[config.mk]
export PLATFORM = sky130hd
export DESIGN_NAME = alarm_ring_controller
export DESIGN_NICKNAME = d
export VERILOG_FILES = /design/src/rtl/alarm_ctrl_pkg.sv /design/src/rtl/key_edge_det.sv /design/src/rtl/alarm_ring_controller.sv
export SDC_FILE = /design/constraint.sdc
export NUM_CORES = 1
export LEC_CHECK = 0
export CORE_AREA = 2 2 89 91
export DETAILED_ROUTE_END_ITERATION = 12
export DIE_AREA = 0 0 91 93
export SLEW_MARGIN = 15
export SYNTH_ARGS = -nofsm -noshare
export SYNTH_HDL_FRONTEND = slang
export SYNTH_SLANG_ARGS = --single-unit
export TNS_END_PERCENT = 30
[constraint.sdc]
create_clock -name clkout1 -period 5.19 [get_ports clkout1]
set_clock_uncertainty 0.15 [all_clocks]
set_input_delay 1.038 -clock clkout1 [delete_from_list [all_inputs] [get_ports clkout1]]
set_output_delay 1.038 -clock clkout1 [all_outputs]
set_load 0.1 [all_outputs]
[src/rtl/alarm_ctrl_pkg.sv]
// rtl/alarm_ctrl_pkg.sv - shared state type, tick constants and state-to-LED mapping
package alarm_ctrl_pkg;

  typedef enum logic [1:0] {
    IDLE    = 2'd0,
    ARMED   = 2'd1,
    RINGING = 2'd2,
    SNOOZE  = 2'd3
  } alarm_state_t;

  // The tick clock runs at 2 Hz.
  localparam int TICKS_PER_MIN = 120;

  localparam logic [1:0] LED_IDLE    = 2'd0;
  localparam logic [1:0] LED_ARMED   = 2'd1;
  localparam logic [1:0] LED_RINGING = 2'd2;
  localparam logic [1:0] LED_SNOOZE  = 2'd3;

  function automatic logic [1:0] state_led(alarm_state_t s);
    case (s)
      IDLE:    return LED_IDLE;
      ARMED:   return LED_ARMED;
      RINGING: return LED_RINGING;
      SNOOZE:  return LED_SNOOZE;
      default: return LED_IDLE;
    endcase
  endfunction

endpackage

[src/rtl/key_edge_det.sv]
// rtl/key_edge_det.sv - samples an active-low key and pulses for one tick on its press
module key_edge_det (
  input  logic clkout1,
  input  logic reset,
  input  logic key_n,
  output logic pulse
);

  logic sync_q;
  logic prev_q;

  // Released level is 1, so a key already down at reset release still yields one pulse.
  always_ff @(posedge clkout1 or posedge reset) begin
    if (reset) begin
      sync_q <= 1'b1;
      prev_q <= 1'b1;
    end else begin
      sync_q <= key_n;
      prev_q <= sync_q;
    end
  end

  assign pulse = prev_q & ~sync_q;

endmodule

[src/rtl/alarm_ring_controller.sv]
// rtl/alarm_ring_controller.sv - alarm trigger, ring/snooze/dismiss sequencing and 1 Hz blink
module alarm_ring_controller #(
  parameter int SNOOZE_MIN = 5,
  parameter int RING_TICKS = 120,
  parameter int MAX_SNOOZE = 3
) (
  input  logic       clkout1,
  input  logic       reset,
  input  logic       activatealarm,
  input  logic       run_clock,
  input  logic       key_dismiss_n,
  input  logic       key_snooze_n,
  input  logic [7:0] hrs,
  input  logic [7:0] min,
  input  logic [7:0] sec,
  input  logic [7:0] hrs_alrm,
  input  logic [7:0] min_alrm,
  output logic       ringing,
  output logic       led_flash,
  output logic       snoozing,
  output logic [2:0] snooze_cnt,
  output logic [1:0] state_o
);
  import alarm_ctrl_pkg::*;

  localparam int SNZ_TICKS = SNOOZE_MIN * TICKS_PER_MIN;
  localparam int RW = $clog2(RING_TICKS);
  localparam int SW = $clog2(SNZ_TICKS);
  localparam logic [RW-1:0] RING_LAST = RW'(RING_TICKS - 1);
  localparam logic [SW-1:0] SNZ_LAST  = SW'(SNZ_TICKS - 1);
  localparam logic [2:0]    SNZ_MAX   = 3'(MAX_SNOOZE);

  alarm_state_t  state, state_next;
  logic [RW-1:0] ring_tmr, ring_next;
  logic [SW-1:0] snz_tmr, snz_next;
  logic [2:0]    scnt, scnt_next;
  logic          match, match_q, trig;
  logic          dismiss, snooze;

  key_edge_det u_key_dismiss (
    .clkout1 (clkout1),
    .reset   (reset),
    .key_n   (key_dismiss_n),
    .pulse   (dismiss)
  );

  key_edge_det u_key_snooze (
    .clkout1 (clkout1),
    .reset   (reset),
    .key_n   (key_snooze_n),
    .pulse   (snooze)
  );

  // sec==0 holds for two ticks; the edge compare makes it a single trigger.
  assign match = (hrs == hrs_alrm) && (min == min_alrm) && (sec == 8'd0) && run_clock;
  assign trig  = match && !match_q;

  always_comb begin
    state_next = state;
    ring_next  = ring_tmr;
    snz_next   = snz_tmr;
    scnt_next  = scnt;
    if (!activatealarm) begin
      state_next = IDLE;
      ring_next  = '0;
      snz_next   = '0;
      scnt_next  = '0;
    end else begin
      case (state)
        IDLE: state_next = ARMED;
        ARMED: begin
          if (trig) begin
            state_next = RINGING;
            ring_next  = '0;
            scnt_next  = '0;
          end
        end
        RINGING: begin
          if (dismiss || ring_tmr == RING_LAST) begin
            state_next = ARMED;
          end else if (snooze && scnt < SNZ_MAX) begin
            state_next = SNOOZE;
            scnt_next  = scnt + 3'd1;
            snz_next   = '0;
          end else begin
            ring_next = ring_tmr + RW'(1);
          end
        end
        SNOOZE: begin
          if (dismiss) begin
            state_next = ARMED;
          end else if (run_clock) begin
            if (snz_tmr == SNZ_LAST) begin
              state_next = RINGING;
              ring_next  = '0;
            end else begin
              snz_next = snz_tmr + SW'(1);
            end
          end
        end
        default: state_next = IDLE;
      endcase
    end
  end

  always_ff @(posedge clkout1 or posedge reset) begin
    if (reset) begin
      state <= IDLE;
    end else begin
      state <= state_next;
    end
  end

  always_ff @(posedge clkout1 or posedge reset) begin
    if (reset) begin
      ring_tmr <= '0;
      snz_tmr  <= '0;
      scnt     <= '0;
      match_q  <= 1'b0;
    end else begin
      ring_tmr <= ring_next;
      snz_tmr  <= snz_next;
      scnt     <= scnt_next;
      match_q  <= match;
    end
  end

  // Outputs decode the settled state, so they trail the state register by one tick.
  always_ff @(posedge clkout1 or posedge reset) begin
    if (reset) begin
      ringing    <= 1'b0;
      led_flash  <= 1'b0;
      snoozing   <= 1'b0;
      snooze_cnt <= 3'd0;
      state_o    <= LED_IDLE;
    end else begin
      ringing    <= (state == RINGING);
      led_flash  <= (state == RINGING) ? ~led_flash : 1'b0;
      snoozing   <= (state == SNOOZE);
      snooze_cnt <= scnt;
      state_o    <= state_led(state);
    end
  end

endmodule
# --- Word-level counts from Yosys, hierarchy flattened ---
# Index checks and enable logic that the tools add are counted.
word_totals:
  input_bits: 46
  ff_bits: 35
  out_inout_bits: 8
  wordCells: 87
op_classes:
  reduce_logical: 13
  magnitude_cmp: 1
  mux: 30
  addsub: 3
  n_eq_ne: 21
  n_bitwise: 5
ops:
  columns: ["cell", "n"]
  rows:
  - ["$mux 10", 6]
  - ["$mux 7", 7]
  - ["$ne 3x3->1 const B", 8]
  - ["$pmux 7 s3", 1]
  - ["$pmux 10 s2", 1]
  - ["$eq 8x8->1", 2]
  - ["$pmux 2 s4", 2]
  - ["$mux 2", 7]
  - ["$mux 3", 4]
  - ["$ne 4x4->1 const B", 3]
  - ["$add 10x1->10 const B", 1]
  - ["$eq 10x10->1 const B", 1]
  - ["$logic_not 8->1", 1]
  - ["$reduce_and 4->1", 2]
  - ["$add 7x1->7 const B", 1]
  - ["$eq 7x7->1 const B", 1]
  - ["$reduce_and 7->1", 1]
  - ["$ne 3x1->1 const B", 2]
  - ["$pmux 3 s2", 1]
  - ["$reduce_and 6->1", 1]
  - ["$logic_and 1x1->1", 5]
  - ["$eq 2x2->1 const B", 2]
  - ["$ne 4x1->1 const B", 1]
  - ["$add 3x1->3 const B", 1]
  - ["8 further kinds", 11]

# --- Depth between registers and ports, before layout ---
depth:
  ltp_word: 8
  depth_mapped: 8
  ltp_nobuf: 7

# --- Cells and area by module ---
# Synthesis repeated with hierarchy kept, for this count alone.
hier_totals:
  cells_unflattened: 193
  area_unflattened_um2: 1893.1
modules_own_cells:
  columns: ["mod", "seq_area_each_um2", "area_per_inst_um2", "cells_each", "n_inst"]
  rows:
  - ["alarm_ring_controller", 775.7, 1752.9, 185, 1]
  - ["key_edge_det", 52.6, 70.1, 4, 2]

# --- Worst setup path before layout ---
# OpenSTA, ideal clock, no wires.
synth_path:
  kind: "input to register"
  startpoint: "in sec[3]"
  endpoint: "reg scnt[0]"
  arrival_time_ps: 2392
  t_required_ps: 4915
  stages: 6
  n_path_buf: 0
  setup_ps: 125
  setup_slack_ps: 2523
  path_cell_list: "or4b_1 nor3_2 nand4_2 nor3_2 a311oi_1 mux2_2"
synth_via:
  elab_chain_cells: 6
synth_rtl:
  columns: ["item", "line_no", "source"]
  rows:
  - ["start, declared", "alarm_ring_controller.sv:15", "input logic [7:0] sec,"]
  - ["$logic_not 8->1", "alarm_ring_controller.sv:55", "assign match = (hrs == hrs_alrm) && (min == min_alrm) && (sec == 8'd0) && run_clock;"]
  - ["$logic_and 1x1->1 (2 in a row)", "alarm_ring_controller.sv:55", null]
  - ["$logic_and 1x1->1", "alarm_ring_controller.sv:56", "assign trig = match && !match_q;"]
  - ["$ne 3x3->1 (no line)", null, null]
  - ["$reduce_and 4->1 (no line)", null, null]
  - ["end signal, assigned", "alarm_ring_controller.sv:123", "scnt <= scnt_next;"]
  - ["end, declared", "alarm_ring_controller.sv:36", "logic [2:0] scnt, scnt_next;"]
# No other way between the ends.
# A chain may end at the register's enable or synchronous reset.

# --- Worst setup path after layout ---
layout_path:
  startpoint: "in run_clock"
  endpoint: "reg scnt[0]"
layout_via:
  elab_chain_cells: 4
layout_rtl:
  columns: ["item", "line_no", "source"]
  rows:
  - ["start, declared", "alarm_ring_controller.sv:10", "input logic run_clock,"]
  - ["$logic_and 1x1->1", "alarm_ring_controller.sv:55", null]
  - ["$logic_and 1x1->1", "alarm_ring_controller.sv:56", null]
  - ["$ne 3x3->1 (no line)", null, null]
  - ["$reduce_and 4->1 (no line)", null, null]
# No other way between the ends.

==> tab_implementation.tex <==
\begin{tabular}{lr}
\hline
Metric & Value \\
\hline
\multicolumn{2}{l}{\textbf{Yosys}} \\
\quad Number of instances in the synthesized netlist & 186 \\
\quad Syn. warnings & 0 \\
\quad Fraction of the yosys area taken by sequential cells & 48.62\% \\
\quad Most frequently used flop master after synthesis & dfrtp\_1 \\
\quad Netlist Area Pre-Place & 0.001812 mm2 \\
\quad Per-instance average area after synthesis & 9.741 um2 \\
\quad Post-Synth Simple-Gate Area & 20.72\% \\
\quad Xor-xnor portion of the synthesized cell area & 7.735\% \\
\quad \#FFs+latches synth & 35 \\
\quad Combinational family with the most area after synthesis & simple AND/OR/NAND/NOR gates \\
\quad Synthesized-area fraction occupied by adder cells & 2.072\% \\
\quad EDFF count, synth & 0 \\
\quad Fraction of synthesis flops using an asynchronous set or reset pin & 100.0\% \\
\quad Proportion of synthesized area in mux cells & 1.174\% \\
\quad Unique cell type count in the Yosys netlist & 41 \\
\quad Net Count, Synth & 235 \\
\quad Post-synthesis compound-gate area fraction & 15.40\% \\
\multicolumn{2}{l}{\textbf{GRT}} \\
\quad Grt ovf & 0 \\
\quad Via count of the first global-routing pass & 1400 \\
\quad Antenna violations before repair & 0 \\
\quad Largest net degree at the start of global routing & 36 \\
\quad Global Route Usage Sum & 9.784\% \\
\quad Wire length of the first global-routing pass & 6.644 mm \\
\multicolumn{2}{l}{\textbf{Routing}} \\
\quad Routed Wire Length & 3.959 mm \\
\quad Vias & 1544 \\
\quad Wire per inst & 11.54 um \\
\quad Vias per std cell & 4.501 \\
\quad DRT Pass-1 Iters & 4 \\
\quad DRC violation total after the first TritonRoute iteration & 90 \\
\quad Count of unresolved DRC violations after routing & 0 \\
\quad Remaining number of nets flagged by the antenna check after routing & 0 \\
\multicolumn{2}{l}{\textbf{Min path}} \\
\quad Startpoint of the worst hold path & u\_key\_snooze.sync\_q \\
\quad Type of the worst min-delay path & reg2reg \\
\quad Endpoint with the worst hold slack & u\_key\_snooze.prev\_q \\
\quad Worst hold stages & 0 \\
\multicolumn{2}{l}{\textbf{STA}} \\
\quad Count of final max-slew check failures & 0 \\
\quad Min cycle time layout & 3.010 ns \\
\quad Setup violations, final & 0 \\
\quad Total negative slack for setup checks & 0 ns \\
\quad Peak clock frequency supported by timing & 0.3322 GHz \\
\quad Hold violation count in the final report & 0 \\
\quad Worst Max-Slew Pin Slew & 0.9794 ns \\
\quad Worst setup margin & 2.180 ns \\
\quad Setup repair after global routing missed its margin & false \\
\quad Final critical-path share of the clock period & 58.01\% \\
\quad Max-slew headroom at the worst pin & 34.50\% \\
\multicolumn{2}{l}{\textbf{Layout}} \\
\quad Leading cell types in the layout, fill and taps excluded & 53 x clkdlybuf4s50\_1, 31 x dfrtp\_1, 17 x o21ai\_0 \\
\quad Number of antenna repair diodes & 0 \\
\quad Final non-filler cell total & 343 \\
\quad Leading cell type in the layout, fill and taps excluded & clkdlybuf4s50\_1 \\
\quad Filler Cell Count & 801 \\
\quad NumNets Final & 289 \\
\quad Share of layout cells above drive strength 1 & 8.299\% \\
\quad Final design utilization & 34.29\% \\
\quad Synth-to-Final Area Change & 42.47\% \\
\multicolumn{2}{l}{\textbf{Clocking}} \\
\quad Count of hold buffers inserted by post-cts repair & 0 \\
\quad Latest clock arrival within the worst-skew pair & 0.29 ns \\
\quad Clock Path Buffers & 2 \\
\quad TritonCTS clock tree & done \\
\quad Clock sink count & 35 \\
\quad TritonCTS Buffers & 5 \\
\quad Cts repair resizes & 0 \\
\quad Number of H-tree levels & 2 \\
\quad CTS Root Cell & clkbuf\_8 \\
\quad Post-CTS Setup Repair Bufs & 0 \\
\quad Clk pin slew, worst setup/hold paths & 0.08 ns \\
\multicolumn{2}{l}{\textbf{Power and ir drop}} \\
\quad Gate power share & 11.4\% \\
\quad Final Power & 0.0006491 W \\
\quad Power spent charging and discharging nets & 0.0001385 W \\
\quad Sw Ratio & 21.34\% \\
\quad Proportion of power drawn by the clock network & 45.1\% \\
\quad IR Drop Worst-Case VDD & 0.1231 mV \\
\quad Power Dens Cells & 251.5 mW/mm2 \\
\quad Standby leakage power & 1.044 nW \\
\quad Fraction of power consumed by sequential logic & 43.5\% \\
\quad Internal cell power & 0.0005106 W \\
\multicolumn{2}{l}{\textbf{Critical path}} \\
\quad Worst reg2reg path endpoint & snz\_tmr[3] \\
\quad Crit path launch type & primary input \\
\quad Startpoint of the worst register-to-register path & state[0] \\
\quad WS Path Type & in2reg \\
\quad Largest fanout on the critical path & 3 \\
\quad Worst-case register-to-register setup slack & 2.99 ns \\
\quad Number of cells on the worst reg-to-reg path & 6 \\
\quad Endpoint type of the worst setup path & register \\
\quad CP arrival & 3.04 ns \\
\quad Required time of the critical path & 5.22 ns \\
\multicolumn{2}{l}{\textbf{Place}} \\
\quad Total of buffers placed on input and output ports & 53 \\
\quad Place WS & 1.826 ns \\
\quad DP Wirelength & 3.008 mm \\
\quad Final GP Congestion & 0.7603 \\
\quad Number of placed cells counting well taps & 335 \\
\multicolumn{2}{l}{\textbf{Run}} \\
\quad \# Max-Cap Violations & 0 \\
\multicolumn{2}{l}{\textbf{Floorplanning}} \\
\quad Top Ports & 54 \\
\quad Height of the die & 93 um \\
\quad Standard-cell row count & 32 \\
\quad Area of the core region & 0.007527 mm2 \\
\quad Starting Density & 24.07\% \\
\quad Floorplan die area & 0.008463 mm2 \\
\quad Die Wd & 91 um \\
\multicolumn{2}{l}{\textbf{Run status}} \\
\quad Run status & finished clean \\
\hline
\end{tabular}
-- worst max-delay path, cell delays in order --
cell and delay [ns]:
clkdlybuf4s50_1 0.51, or4b_1 0.46, nor3_2 0.17, nand4_2 0.15
nor3_2 0.23, a311oi_1 0.17, mux2_2 0.30
-- cells in the mapped netlist, drive strengths merged, types with 2 or more instances --
cell type | instances | area share, %
a31oi | 9 | 3.1
a22o | 2 | 0.97
nand3 | 9 | 2.5
nand2b | 6 | 2.1
ha | 3 | 2.1
or3 | 3 | 1.0
or4b | 2 | 1.1
nand4 | 2 | 1.0
o31ai | 5 | 2.3
o21ai | 19 | 5.2
xor2 | 15 | 7.3
nor4 | 4 | 1.4
dfrtp | 31 | 43
buf | 3 | 0.97
nor3 | 11 | 3.9
a21oi | 2 | 0.55
nand2 | 8 | 1.7
dfstp | 4 | 5.8
nor2 | 12 | 2.5
and3 | 4 | 1.4
clkbuf | 4 | 0.83
inv | 12 | 2.5
nor2b | 3 | 1.0
-- worst max-delay path by stage --
| stage | startpoint | to | slack (ns) | depth (start not counted) |
|---|---|---|---|---|
| 3_3_place_gp | run_clock | scnt[0] | 1.84 | 7 |
| 2_1_floorplan | sec[3] | scnt[0] | 2.52 | 6 |
| 6_report | run_clock | scnt[0] | 2.18 | 7 |
| 3_5_place_dp | run_clock | scnt[0] | 1.83 | 7 |
| 4_1_cts | run_clock | scnt[0] | 2.14 | 7 |
| 5_1_grt | run_clock | ring_tmr[1] | 1.94 | 7 |
-- registers in the layout, indices dropped and copies added (netlist names), 2 cells and up --
signal      count
snooze_cnt      3
state           2
snz_tmr        10
ring_tmr        7
scnt            3
state_o         2
-- power groups by stage --
| stage | Clock (W) | Sequential, W | Combinational (W) |
|---|---|---|---|
| 2_1_floorplan | 0 | 0.000293 | 0.0000252 |
| 3_3_place_gp | 0 | 0.000287 | 0.0000744 |
| 3_5_place_dp | 0 | 0.000287 | 0.0000748 |
| 4_1_cts | 0.000303 | 0.000282 | 0.0000750 |
| 5_1_grt | 0.000315 | 0.000283 | 0.0000805 |
| 6_report | 0.000293 | 0.000282 | 0.0000739 |
-- final cells by class --
cell class / instances / area [um2] / area share, %
inverter: 12 / 45.04 / 1.745
tap: 102 / 127.6 / 4.944
clock inverter: 3 / 67.56 / 2.618
timing repair buffer: 54 / 538.0 / 20.84
sequential: 35 / 880.8 / 34.13
multi-input combinational: 132 / 853.3 / 33.06
clock buffer: 5 / 68.82 / 2.666
-- per-stage QoR --
stage	hold WS, ns	cell area (um2)
6_report	0.2169	2581
5_1_grt	0.2250	2581
4_1_cts	0.2198	2581
3_5_place_dp	0.2082	2445
3_3_place_gp	0.2067	2445
2_1_floorplan	0.2006	1812
-- cells by family (layout without fill, tap and decap cells) --
logic type / Yosys count / after routing
flip-flops: 35 / 35
buffers and inverters: 19 / 74
adder cells (fa/ha/maj): 3 / 3
multiplexers: 2 / 2
AND/OR/NAND/NOR: 67 / 67
AO/OA/AOI/OAI: 44 / 44
XOR/XNOR: 16 / 16
-- layer usage --
layer  vias up  wire, um  global-route usage, %
met4         0        66                  4.167
met5         -         0                      0
met2        41      1873                  14.63
met1       725      1833                  13.38
met3         7       186                  2.579
li1        771         -                      -
Power figures use the tool's default switching activity.
